### src/rtl/req_line_driver.sv
// Request-line driver: binary index in over valid/ready, one-hot pending lines out,
// cleared by per-line acknowledge or by a global stall watchdog.

module req_line_lane (
    input  logic i_clk,
    input  logic i_rst_n,
    input  logic i_set,
    input  logic i_ack,
    input  logic i_clr,
    output logic o_req_d,
    output logic o_req_q
);
    logic req_q, req_d;

    // A set always wins; it never collides with an ack on the same line.
    assign req_d = (req_q & ~i_ack & ~i_clr) | i_set;

    always_ff @(posedge i_clk or negedge i_rst_n) begin
        if (!i_rst_n) req_q <= 1'b0;
        else          req_q <= req_d;
    end

    assign o_req_d = req_d;
    assign o_req_q = req_q;
endmodule

module req_line_driver #(
    parameter int REQ_N   = 12,
    parameter int IDX_W   = $clog2(REQ_N),
    parameter int CNT_W   = $clog2(REQ_N + 1),
    parameter int TIMEOUT = 256
) (
    input  logic             i_clk,
    input  logic             i_rst_n,
    input  logic [IDX_W-1:0] i_data,
    input  logic             i_valid,
    output logic             o_ready,
    input  logic [REQ_N-1:0] i_ack,
    output logic [REQ_N-1:0] o_req,
    output logic [CNT_W-1:0] o_count,
    output logic             o_err,
    output logic             o_timeout
);
    localparam int               WD_W    = (TIMEOUT > 2) ? $clog2(TIMEOUT) : 1;
    localparam logic [WD_W-1:0]  WD_LAST = WD_W'(TIMEOUT - 1);
    localparam int               PAD_N   = 1 << IDX_W;
    localparam logic [IDX_W:0]   REQ_N_L = (IDX_W + 1)'(REQ_N);

    logic [REQ_N-1:0] req_q, req_d, ack_eff;
    logic [PAD_N-1:0] req_pad;
    logic [CNT_W-1:0] cnt_q, cnt_d;
    logic [WD_W-1:0]  wd_q, wd_d;
    logic             err_q, tmo_q;
    logic             in_range, accept, stall, fire;

    function automatic logic [CNT_W-1:0] popcnt(input logic [REQ_N-1:0] v);
        popcnt = '0;
        for (int k = 0; k < REQ_N; k++) popcnt = popcnt + CNT_W'(v[k]);
    endfunction

    // Zero-padded copy so an out-of-range index never selects past the vector.
    assign req_pad  = PAD_N'(req_q);
    assign in_range = {1'b0, i_data} < REQ_N_L;
    assign o_ready  = !in_range || !req_pad[i_data];
    assign accept   = i_valid && o_ready;
    assign ack_eff  = i_ack & req_q;

    assign stall = (|req_q) && !(|ack_eff);
    assign fire  = stall && (wd_q == WD_LAST);

    always_comb begin
        wd_d = wd_q + 1'b1;
        if (!stall || fire) wd_d = '0;
    end

    for (genvar g = 0; g < REQ_N; g++) begin : g_lane
        req_line_lane u_lane (
            .i_clk   (i_clk),
            .i_rst_n (i_rst_n),
            .i_set   (accept && in_range && (i_data == IDX_W'(g))),
            .i_ack   (ack_eff[g]),
            .i_clr   (fire),
            .o_req_d (req_d[g]),
            .o_req_q (req_q[g])
        );
    end

    assign cnt_d = popcnt(req_d);

    always_ff @(posedge i_clk or negedge i_rst_n) begin
        if (!i_rst_n) begin
            cnt_q <= '0;
            wd_q  <= '0;
            err_q <= 1'b0;
            tmo_q <= 1'b0;
        end else begin
            cnt_q <= cnt_d;
            wd_q  <= wd_d;
            err_q <= accept && !in_range;
            tmo_q <= fire;
        end
    end

    assign o_req     = req_q;
    assign o_count   = cnt_q;
    assign o_err     = err_q;
    assign o_timeout = tmo_q;
endmodule
### config.mk
export PLATFORM = sky130hd
export DESIGN_NAME = req_line_driver
export DESIGN_NICKNAME = d
export VERILOG_FILES = /design/src/rtl/req_line_driver.sv
export SDC_FILE = /design/constraint.sdc
export NUM_CORES = 1
export LEC_CHECK = 0
export ABC_AREA = 1
export CORE_ASPECT_RATIO = 0.8
export CORE_MARGIN = 10
export CORE_UTILIZATION = 46
export CTS_CLUSTER_SIZE = 12
export DETAILED_ROUTE_END_ITERATION = 10
export MAX_ROUTING_LAYER = met4
export PLACE_DENSITY = 0.76
export SYNTH_ARGS = -nofsm -noshare
export SYNTH_HDL_FRONTEND = slang
export SYNTH_HIERARCHICAL = 1
export SYNTH_SLANG_ARGS = --single-unit
### constraint.sdc
create_clock -name i_clk -period 3.9 [get_ports i_clk]
set_clock_uncertainty 0.05 [all_clocks]
set_input_delay 0.39 -clock i_clk [delete_from_list [all_inputs] [get_ports i_clk]]
set_output_delay 0.39 -clock i_clk [all_outputs]
set_load 0.03 [all_outputs]
==> metrics.txt, run 1 <==
cell taking the most area after synthesis=dfrtp_1; Gate Count Post-Synth=268; clock tree root driver cell=clkbuf_8; largest net degree at the start of global routing=27; mapped cell area=~1900 um2; Max clock buf depth=2; Clock Sinks=26; error that ended the run=[ERROR GRT-0232] Routing congestion too high. Check the congestion heatmap in the GUI.; worst ep type=sequential cell input; synth top area cells=dfrtp_1 35%, inv_1 16%, nand2_1 15%, fa_1 7.5%, nand3_1 5.1%; Die W=91.0 um; Fail Step=5_1_grt; placer's final routability congestion estimate=0.940; Netlist cell types=19; outcome=aborted with a tool error; GRT Overall Usage=0.579; TritonCTS buffer count=3; Detail Placement HPWL=3.92 mm; Die Y=76.8 um; Syn Nets=299; worst_ep grt=o_count[1]$_DFF_PN0_/D; Placed Area=about 2600 um2; Port Buf Inserts=37; sequential element share of the synthesized area=0.350; Rows=20; synthesized flop and latch total=26; initial antenna violation count=1; htree depth=1; Starting Density=0.482; Synth top area share=0.350; Yosys warnings=6; gr ovfl total=70; Ports=38; syn avg cell area=6.93 um2
[stage by stage]
step | setup WS, ps | std cells
after CTS | -444 | 507
after detailed placement | -982 | 394
after global placement | -862 | 394
after floorplan | -295 | 268
[cell families after synthesis]
| group | count (synthesis) | share of synthesized area |
|---|---|---|
| AND/OR/NAND/NOR | 137 | 0.323 |
| buffers and inverters | 85 | 0.181 |
| adder cells (fa/ha/maj) | 12 | 0.109 |
| flip-flops | 26 | 0.350 |
| AO/OA/AOI/OAI | 1 | 0.00269 |
| XOR/XNOR | 7 | 0.0330 |
[cells in the mapped netlist]
cell type and number:
xnor2_1 3, nand3_1 19, dfrtp_1 26, and3_1 1, nor3_1 2, nand4_1 2, inv_1 79, nand2_2 4
nor2_1 23, nand2_1 75, xor2_1 4, fa_1 7, nor2_2 10, nand4_4 1, buf_6 2, ha_1 5
inv_4 1, a21oi_1 1, inv_2 3
[layer usage]
metal,track usage,GRT overflow
met1,0.568,0
met2,0.718,40
met3,0.381,0
met4,0.619,30
met5,-,-
[what timing repair did]
action,4_1_cts
pin swaps,16
hold buffers,0
gates resized for setup,49
endpoints found under the setup margin,4
setup buffers,109
==> run 2, diff against run 1 <==
CORE_ASPECT_RATIO = not set   (was 0.8)
CORE_UTILIZATION = 40   (was 46)
CTS_CLUSTER_SIZE = not set   (was 12)
MAX_ROUTING_LAYER = not set   (was met4)
PLACE_DENSITY = not set   (was 0.76)
PLACE_DENSITY_LB_ADDON = 0.15   (was not set)
clock period = 5.1 ns   (was 3.9 ns; I/O delays follow)
==> run 2 against run 1 <==
Compared with the run above:
- the flow now finishes without violations
- synthesized cell count stayed put
- synthesized area unchanged
==> metrics.txt, run 2 <==
Pleak=0.00124 uW; commonest non-fill, non-tap cells in the layout=79 x inv_1, 75 x nand2_1, 37 x clkdlybuf4s50_1, 26 x dfrtp_1, 23 x nor2_1; Starting Density=0.421; gr ovfl total=0; Area Overhead vs Synth=27.7%; Netlist cell types=19; proportion of power drawn by flip-flops and latches=0.233; Gate Count Post-Synth=268; First-pass DRT Iterations=4; Setup-failing EPs final=0; max reg flops=12; WL/cell=11.9 um; Hold Path Origin=wd_q[0]; number of global-route vias before repair=1,643; synth top area cells=dfrtp_1 35%, inv_1 16%, nand2_1 15%, fa_1 7.5%, nand3_1 5.1%; Port Buf Inserts=37; r2r startpoint=g_lane[2].u_lane/o_req_q; diode count=0; Yosys warnings=6; Worst-path clk slew=100 ps; Ports=38; R2R cell count=23; Critical Path Source Type=input port; EDFF count, synth=0; cell taking the most area after synthesis=dfrtp_1; Detailed Route WL=4.31 mm; Clock Sinks=26; Hold Path Stages=1; Initial DRC Count=80; htree depth=1; clock tree root driver cell=clkbuf_8; Switch Pwr=763 uW; Die W=88.1 um; clock share of power=0.113; placer's final routability congestion estimate=0.857; worst rel slew slack=0.742; Max clock buf depth=2; Post-Route Setup TNS=0 ps; die area=about 7800 um2; most used cell, CP=inv_1; final period utilization=0.942; worst path required time=approximately 5200 ps; Non-Filler Instances=roughly 360; FMAX=208 MHz; number of cells after detailed placement=359; PD cells=667 nW/um2; DR vias/cell=4.35; Final min period=4810 ps; TritonCTS buffer count=3; CP Class=input port to register; Fin. Hold Viols=0; Crit-path slowest cell=clkdlybuf4s50_1; sequential element share of the synthesized area=0.350; MaxCap Viol Count=0; core area=4410 um2; layout cells sized above 1=0.0868; CTS tree=yes; Synth top area share=0.350; post-route ant nets=0; worst vdd ir=around 380 uV; Min-Delay Endpoint=wd_q[0]; Rows=24; slowest stage delay, CP=640 ps; Post CTS Setup Buffer Count=0; CP endpoint kind=register; layout net count=343; Die Y=88.1 um; GRT Overall Usage=0.120; CTS resizes=0; Power Internal=819 uW; r2r setup slk=640 ps; mapped cell area=1860 um2; initial antenna violation count=0; most frequent cell after synthesis=inv_1; Max Slew Vio Count=0; async set or reset register ratio after synthesis=1.00; Worst-Margin Slew=approximately 390 ps; cts hold-fix bufs=0; largest net degree at the start of global routing=27; Crit Reg-Reg Endpoint=o_count[2]; via count=about 1,600; top_reg_cell synth=dfrtp_1; crit path cell chain=clkdlybuf4s50_1 > inv_4 > nand2_1 > nand2_1 > nand2_1 > nand2_1 > nand2_2 > nand4_4 > nor2_2 > inv_1 > nand2_1 > inv_1 > fa_1 > inv_1 > fa_1 > inv_1 > fa_1 > fa_1 > inv_1 > ha_1 > inv_1 > fa_1 > xnor2_1; clock latency on the worst-skew pair=approximately 280 ps; Net Sw Frac=0.482; outcome=finished clean; first-pass GRT wire length=7.45 mm; Hold Crit Class=register to register; most common cell after layout, fill and taps aside=inv_1; synthesized flop and latch total=26; Detail Placement HPWL=3.50 mm; RSZ-0062 raised after global routing=false; # DRC=0; Syn Nets=299; Gate power share=0.653; WP data arrival=4930 ps; synth cell count leaders=79 x inv_1, 75 x nand2_1, 26 x dfrtp_1; CP max FO=11; syn avg cell area=6.93 um2
run 2: cell counts after synthesis:
No cell type changed its count.
run 2: cells by family after synthesis:
group,synth area share
and+or+nand+nor,0.323
buffers and inverters,0.181
DFF,0.350
adders and majority gates,0.109
xor gates and xnor gates,0.0330
AOI/OAI and AO/OA,0.00269
run 2: worst max path at each step:
stage | end | cells after the start | startpoint | slack (ps)
floorplan | o_count[2] | 22 | g_lane[1].u_lane/o_req_q | 680
global placement | o_count[2] | 23 | i_data[0] | 6
detailed placement | o_count[2] | 23 | i_data[0] | -30
CTS | o_count[2] | 23 | i_data[0] | 280
global route | o_count[2] | 23 | i_data[0] | 20
finish | o_count[2] | 23 | i_data[0] | 290
run 2: metrics by stage:
stage	util	hold WS (ps)	worst slack (ps)	area, um2	total power (uW)
global route	0.537	437	16.4	2370	1780
global placement	0.521	403	5.78	2300	1410
detailed placement	0.521	406	-25.5	2300	1420
CTS	0.537	419	276	2370	1600
floorplan	-	164	676	1860	1090
finish	0.537	416	294	2370	1580
run 2: area by class of cell:
type	count	area (um2)
clock inverters	1	30.0
fillers	440	2040
well taps	52	65.1
flip-flops and latches	26	651
repair buffers	41	400
inverters	83	314
clock buffers	3	41.3
multi-input cells	157	870
run 2: layer usage:
| layer | part of all wire | GRT usage | vias up | wire, um |
|---|---|---|---|---|
| li1 | - | - | 844 | - |
| met3 | 0.062 | 0.0344 | 4 | 269 |
| met2 | 0.45 | 0.198 | 27 | 1930 |
| met4 | 0.0058 | 0.0300 | 0 | 25 |
| met5 | 0 | 0 | - | 0 |
| met1 | 0.48 | 0.150 | 705 | 2080 |
run 2: power by group through the flow:
stage	registers, uW	clock network [uW]	logic, uW
2_1_floorplan	466	0	629
3_3_place_gp	376	0	1030
3_5_place_dp	372	0	1040
4_1_cts	369	179	1060
5_1_grt	381	188	1210
6_report	369	179	1030
run 2: critical path: cells and delay by family:
family	cells	cell delay [ps]
fa+ha+maj	6	2410
buf+inv	8	1090
simple gates	8	790
xor+xnor	1	130
Note: power is estimated with default switching activity, not from simulation.
